`src/rtl/decoder_pkg.sv`:
```
// decoder_pkg: shared skid-buffer state encoding and error-counter width for decoder_pipe
package decoder_pkg;
    typedef enum logic [1:0] {EMPTY, ONE, FULL} skid_state_t;
    localparam int ERRCNT_W = 16;
endpackage

```
`src/rtl/decoder_onehot.sv`:
```
// decoder_onehot: combinational binary-to-one-hot decoder; codes >= OUTS raise err with no line active
module decoder_onehot #(
    parameter int BITS       = 5,
    parameter int OUTS       = 32,
    parameter int ACTIVE_LOW = 0
) (
    input  logic [BITS-1:0] code,
    output logic [OUTS-1:0] onehot,
    output logic            err
);
    localparam logic [BITS:0] LIMIT = (BITS+1)'(OUTS);
    logic [OUTS-1:0] hot;
    genvar i;
    for (i = 0; i < OUTS; i++) begin : g_line
        assign hot[i] = code == BITS'(i);
    end
    assign err    = {1'b0, code} >= LIMIT;
    assign onehot = ACTIVE_LOW != 0 ? ~hot : hot;
endmodule

```
`src/rtl/decoder_pipe.sv`:
```
// decoder_pipe: valid/ready decoder behind a 2-entry skid buffer with registered in_ready
// Define DECODER_PIPE_ERRCNT_EN to enable the saturating count of consumed error beats.
module decoder_pipe
    import decoder_pkg::*;
#(
    parameter int BITS       = 5,
    parameter int OUTS       = 32,
    parameter int ACTIVE_LOW = 0
) (
    input  logic                clk,
    input  logic                rst,
    input  logic [BITS-1:0]     code_in,
    input  logic                in_valid,
    output logic                in_ready,
    output logic [OUTS-1:0]     code_out,
    output logic                out_valid,
    input  logic                out_ready,
    output logic                out_err,
    output logic [ERRCNT_W-1:0] err_count
);
    localparam logic [OUTS-1:0] IDLE = {OUTS{ACTIVE_LOW != 0}};
    skid_state_t state, state_nx;
    logic [OUTS-1:0] dec_hot, head_hot, skid_hot;
    logic dec_err, head_err, skid_err, accept, consume;
    decoder_onehot #(.BITS(BITS), .OUTS(OUTS), .ACTIVE_LOW(ACTIVE_LOW)) u_dec (
        .code(code_in),
        .onehot(dec_hot),
        .err(dec_err)
    );
    assign accept    = in_valid && in_ready;
    assign consume   = out_valid && out_ready;
    assign out_valid = state != EMPTY;
    assign code_out  = out_valid ? head_hot : IDLE;
    assign out_err   = out_valid && head_err;
    always_comb begin
        state_nx = state == EMPTY ? (accept ? ONE : EMPTY)
                 : state == ONE   ? (accept && !consume ? FULL : !accept && consume ? EMPTY : ONE)
                 : (consume ? ONE : FULL);
    end
    // in_ready follows the next state so it never depends combinationally on out_ready
    always_ff @(posedge clk or posedge rst) begin
        if (rst) begin
            state    <= EMPTY;
            in_ready <= 1'b0;
        end else begin
            state    <= state_nx;
            in_ready <= state_nx != FULL;
        end
    end
    always_ff @(posedge clk or posedge rst) begin
        if (rst) begin
            head_hot <= IDLE;
            head_err <= 1'b0;
            skid_hot <= IDLE;
            skid_err <= 1'b0;
        end else begin
            if ((state == EMPTY && accept) || (state == ONE && accept && consume)) begin
                head_hot <= dec_hot;
                head_err <= dec_err;
            end else if (state == FULL && consume) begin
                head_hot <= skid_hot;
                head_err <= skid_err;
            end
            if (state == ONE && accept && !consume) begin
                skid_hot <= dec_hot;
                skid_err <= dec_err;
            end
        end
    end
`ifdef DECODER_PIPE_ERRCNT_EN
    logic [ERRCNT_W-1:0] cnt;
    always_ff @(posedge clk or posedge rst) begin
        if (rst) cnt <= '0;
        else if (consume && out_err && cnt != '1) cnt <= cnt + 1'b1;
    end
    assign err_count = cnt;
`else
    assign err_count = '0;
`endif
endmodule

```
`config.mk`:
```
export PLATFORM = sky130hd
export DESIGN_NAME = decoder_pipe
export DESIGN_NICKNAME = d
export VERILOG_FILES = /design/src/rtl/decoder_pkg.sv /design/src/rtl/decoder_onehot.sv /design/src/rtl/decoder_pipe.sv
export SDC_FILE = /design/constraint.sdc
export NUM_CORES = 1
export LEC_CHECK = 0
export BUFFER_PORTS_ARGS = -buffer_cell sky130_fd_sc_hd__buf_2
export CORE_ASPECT_RATIO = 0.8
export CORE_MARGIN = 4
export CORE_UTILIZATION = 56
export CTS_CLUSTER_SIZE = 28
export DETAILED_ROUTE_END_ITERATION = 10
export GPL_TIMING_DRIVEN = 0
export HOLD_SLACK_MARGIN = 0.1
export PLACE_DENSITY = 0.78
export REMOVE_ABC_BUFFERS = 1
export SLEW_MARGIN = 10
export SYNTH_ARGS = -nofsm -noshare
export SYNTH_HDL_FRONTEND = slang
export SYNTH_SLANG_ARGS = --single-unit
```
`constraint.sdc`:
```
create_clock -name clk -period 2.5 [get_ports clk]
set_clock_uncertainty 0.05 [all_clocks]
set_input_delay 0.5 -clock clk [delete_from_list [all_inputs] [get_ports clk]]
set_output_delay 0.5 -clock clk [all_outputs]
set_load 0.05 [all_outputs]
```
# Word-level counts from Yosys, hierarchy flattened
# Cells that the tools add are included.
dict set report op_classes {
  shift 0
  n_reduce_logical 17
  mux 11
  n_mul 0
  magnitude_cmp 0
  eq_ne 34
  n_div 0
  n_addsub 0
  n_bitwise 0
}
# op count
set op_table {}
lappend op_table {{$mux 32} 3}
lappend op_table {{$eq 5x5->1 const B} 16}
lappend op_table {{$eq 5x4->1 const B} 8}
lappend op_table {{$eq 5x3->1 const B} 4}
lappend op_table {{$eq 5x2->1 const B} 2}
lappend op_table {{$logic_and 1x1->1} 10}
lappend op_table {{$mux 2} 4}
lappend op_table {{$eq 5x1->1 const B} 1}
lappend op_table {{$logic_not 5->1} 1}
lappend op_table {{$mux 1} 4}
lappend op_table {{$reduce_bool 2->1} 2}
lappend op_table {{$eq 2x1->1 const B} 1}
lappend op_table {{$eq 2x2->1 const B} 1}
lappend op_table {{$logic_not 1->1} 2}
lappend op_table {{$logic_not 2->1} 1}
lappend op_table {{$ne 2x2->1 const B} 1}
lappend op_table {{$logic_or 1x1->1} 1}
dict set report totals {
  romBits 0
  register_bits 68
  elab_cells 67
  input_bits 9
  latchBits 0
  mem_count 0
  ram_bits 0
  out_inout_bits 51
}

# Longest topological paths before layout
dict set report depth {
  word_depth 8
  mapped_depth 8
  mapped_depth_nobuf 6
}

# Hierarchy
# Synthesis repeated with hierarchy kept, for this count alone.
dict set report hier_totals {
  cells_unflattened 312
  area_unflattened_um2 3504.6
}
# module area_per_inst_um2 n_inst seq_area_each_um2 cells_each
set modules_own_cells {}
lappend modules_own_cells {decoder_pipe 3271.9 1 1726.7 263}
lappend modules_own_cells {decoder_onehot 232.7 1 0.0 49}

# Worst setup path after synthesis
# No wires, ideal clock.
dict set report synth_path {
  kind {register to output}
  startpoint {register state[1]}
  endpoint {output code_out[23]}
  path_slack_ps 151
  path_buffers 2
  arrival_ps 1799
  required_ps 1950
  path_stages_with_launch 5
  path_cell_list {dfrtp_1 -> or2_1 -> clkbuf_1 -> clkbuf_1 -> and2_1}
}
dict set report synth_between {
  elab_chain_len 2
}
# item line_no
set synth_lines {}
lappend synth_lines {{start: declaration} decoder_pipe.sv:22} ;# skid_state_t state, state_nx;
lappend synth_lines {{start signal: assignment} decoder_pipe.sv:46} ;# state <= state_nx;
lappend synth_lines {{$reduce_bool 2->1} decoder_pipe.sv:32} ;# assign out_valid = state != EMPTY;
lappend synth_lines {{named net out_valid} decoder_pipe.sv:16} ;# output logic out_valid,
lappend synth_lines {{$mux 32} decoder_pipe.sv:33} ;# assign code_out = out_valid ? head_hot : IDLE;
lappend synth_lines {{end: declaration} decoder_pipe.sv:15} ;# output logic [OUTS-1:0] code_out,
# The timed path passes the listed nets, and every way through them passes these cells.

# Final worst setup path
dict set report layout_path {
  startpoint {register state[1]}
  endpoint {output code_out[6]}
}
dict set report layout_between {
  elab_chain_len 2
}
# item line_no
set layout_lines {}
lappend layout_lines {{$reduce_bool 2->1} decoder_pipe.sv:32}
lappend layout_lines {{$mux 32} decoder_pipe.sv:33}
# No other way between the ends.

==> summary.md <==
| Metric | Value |
|---|---|
| Outcome | `finished clean` |
| First-pass GRT wire length | `11700 um` |
| Final setup violating endpoints | `0` |
| Max-cap violations | `0` |
| CTS tree | `built` |
| Top sig layer | `met4` |
| First-pass iteration count of the detailed router | `6` |
| Crit path cell chain | `or2_4 -> and2_1 -> buf_2` |
| Root Buffer | `clkbuf_8` |
| WP data arrival | `1670 ps` |
| Multi-input logic area | `1550 um^2` |
| Antenna violations before repair | `0` |
| CP max FO | `34` |
| Fin crit share | `89.0%` |
| Layout fillers | `489` |
| Compound-Gate Fraction of Synth Area | `0.562%` |
| # diodes | `0` |
| Slew HR | `38.9%` |
| Min-delay worst type | `flip-flop to flip-flop` |
| Post-Synth Simple-Gate Area | `13.4%` |
| Avg Synthesized Cell Area | `11.0 um^2` |
| Hold Startpoint | `skid_hot[2]` |
| DR WL met2 | `3360 um` |
| Post-Synthesis Cells | `325` |
| Maximum clock frequency | `0.450 GHz` |
| R2R Setup Slk | `380 ps` |
| Row count | `25` |
| Clock power share | `27.5%` |
| P_sw | `1.61 mW` |
| #FFs+latches synth | `67` |
| Setup Crit Path Kind | `flip-flop to primary output` |
| Hold EP | `skid_hot[2]` |
| Power share of the combinational group | `35.6%` |
| Critical Path Source | `state[1]` |
| Initial Util | `59.0%` |
| Nets@finish | `375` |
| Pwr/cell area | `1080 nW/um^2` |
| Synthesized-area fraction occupied by xor and xnor cells | `0%` |
| HPWL after detailed placement | `4650 um` |
| RSZ-0062 raised after global routing | `no` |
| DIE WIDTH | `97.2 um` |
| Vias in the first global route | `2371` |
| Drt wl/cell | `15.2 um` |
| Core area | `6040 um^2` |
| IO Count | `60` |
| Reg power frac | `36.9%` |
| Met3 wire len | `307 um` |
| Reg2reg start | `state[1]` |
| Worst-Margin Slew | `916 ps` |
| Slew Limit Fails | `0` |
| Max VDD drop | `0.630 mV` |
| Synth Warn # | `0` |
| Register Area | `1680 um^2` |
| H-tree levels | `3` |
| Total wire length | `6850 um` |
| Post-route core utilization | `67.2%` |
| Sw Share | `36.8%` |
| Fin area | `4060 um^2` |
| R2R Path End | `head_hot[4]` |
| Worst path max stage delay | `480 ps` |
| Antenna-violating nets left | `0` |
| Power, Total | `4.38 mW` |
| Sink Count | `67` |
| M1 wire length | `3090 um` |
| Syn Std Cell Area | `3560 um^2` |
| GR Util All Layers | `19.3%` |
| Register area share after synthesis | `47.1%` |
| Die height | `79.4 um` |
| Crit-path slowest cell | `dfrtp_1` |
| Worst setup SP type | `flip-flop` |
| Vias/cell | `5.06` |
| Hold Vio Cnt, Final | `0` |
| Largest family of logic cells by synthesized area | `multiplexers` |
| GP Congestion | `0.716` |
| Max Root-Sink Buffers | `2` |
| I/O Buffers | `42` |
| Mux cell area share after synthesis | `27.0%` |
| Post-synthesis cell type count | `27` |
| Clk pin slew, worst setup/hold paths | `70 ps` |
| Placed instance area | `3770 um^2` |
| Worst Reg-to-Reg Cells | `5` |
| Total CTS buffers | `9` |
| Congestion Overflow GR | `0` |
| Vias | `2281` |
| Post-route DRC | `0` |
| Leak | `2.26 nW` |
| Clock latency on the worst-skew pair | `340 ps` |
| Fin crit period | `2220 ps` |
| Largest net degree at the start of global routing | `54` |
| DRT iter0 DRCs | `73` |
| Area delta synth->final | `13.8%` |
| WP data required | `1950 ps` |
| P_int | `2.77 mW` |
| Worst Hold Depth | `2` |
| Worst hold margin | `473 ps` |
| Adder-cell share of the synthesized area | `0.351%` |
| Full die area | `7710 um^2` |
| Ratio of cells with drive above 1 in the final layout | `18.6%` |
| CP Capture Type | `primary output` |
==> metrics by stage <==
step           TNS, ps  worst slack [ps]  instances
6_report             0               276        451
5_1_grt              0               179        451
4_1_cts              0              87.4        451
3_5_place_dp         0               150        434
3_3_place_gp    -90190             -1260        428
2_1_floorplan   -18530              -579        305
==> flip-flops by register name, summed over array words and instances (netlist names) <==
| register | flops |
|---|---|
| in_ready | 1 |
| skid_hot | 32 |
| state | 2 |
| head_hot | 32 |
==> cells in the mapped netlist <==
cell      instances  area share, %
buf_4            17            3.6
or2_1             1           0.18
nor2_1            1           0.11
nand2_1          36            3.8
nor3b_1           3           0.63
buf_1             1           0.11
conb_1            1           0.11
and3_1            1           0.18
buf_12            3            1.7
buf_6             4            1.3
or3_1             1           0.18
and2_1           33            5.8
nor3_1            1           0.14
mux2i_1          96             27
o21a_1            2           0.42
ha_1              1           0.35
inv_1            34            3.6
clkbuf_1          6           0.63
nand3b_1          2           0.42
buf_2             5           0.70
o21ai_0           1           0.14
dfrtp_1          67             47
and3b_1           3           0.74
nor3b_2           1           0.35
nand2b_1          1           0.18
nor2b_1           2           0.35
nor2b_4           1           0.39
==> layer usage <==
metal,vias to the layer above,track usage (%)
li1,1102,-
met1,1116,24.9
met2,52,32.2
met3,11,4.92
met4,0,6.17
met5,-,0
==> worst max path at each step <==
stage | end | slack, ps | cells past startpoint
after global routing | code_out[6] | 180 | 3
after global placement | skid_hot[16] | -1260 | 4
after CTS | code_out[6] | 90 | 3
final | code_out[6] | 280 | 3
after floorplan | skid_hot[0] | -580 | 3
after detailed placement | code_out[6] | 150 | 3
==> worst max-delay path: cells and delay by family, from the launching register on <==
| kind | cells | cell delay (ps) |
|---|---|---|
| simple gates | 2 | 580 |
| buf+inv | 1 | 270 |
| flops | 1 | 480 |
==> placed cells by master, fill, tap and decap left out, types with 2 or more instances in the layout <==
master	instances
buf_8	4
dfrtp_1	67
clkbuf_8	10
nor3b_1	3
and3b_1	3
nand3b_1	2
o21a_1	2
bufinv_16	4
buf_2	42
nor2b_1	2
conb_1	17
nand2_1	36
and2_1	33
inv_1	33
mux2i_1	96
==> final cells by class <==
type,instances,share of cell area (%)
Tap cell,81,2.50
Timing Repair Buffer,49,8.08
Sequential cell,67,41.3
Clock buffer,10,3.39
Multi-Input combinational cell,204,38.1
Inverter,34,3.21
Clock inverter,6,3.36
==> logic make-up (layout without fill, tap and decap cells) <==
logic type                 count (synthesis)  in the layout
and+or+nand+nor                           87             87
AOI/OAI and AO/OA                          3              3
other                                      1             17
buffers and inverters                     70             99
muxes                                     96             96
adders and majority gates                  1              1
DFF                                       67             67
==> repair_timing <==
item,in CTS,in global routing
endpoints found under the setup margin,33,1
hold buffers,1,0
endpoints found under the hold margin,14,0
gates resized for setup,1,1
setup buffers,0,0
cloned,0,0
==> power groups by stage <==
stage	clock (mW)	combinational [mW]	sequential [mW]
after global routing	1.28	1.70	1.66
after CTS	1.22	1.58	1.61
after detailed placement	0	1.56	1.63
after global placement	0	1.49	1.61
after floorplan	0	1.21	1.59
final	1.20	1.56	1.62
(Power assumes the default switching activity.)
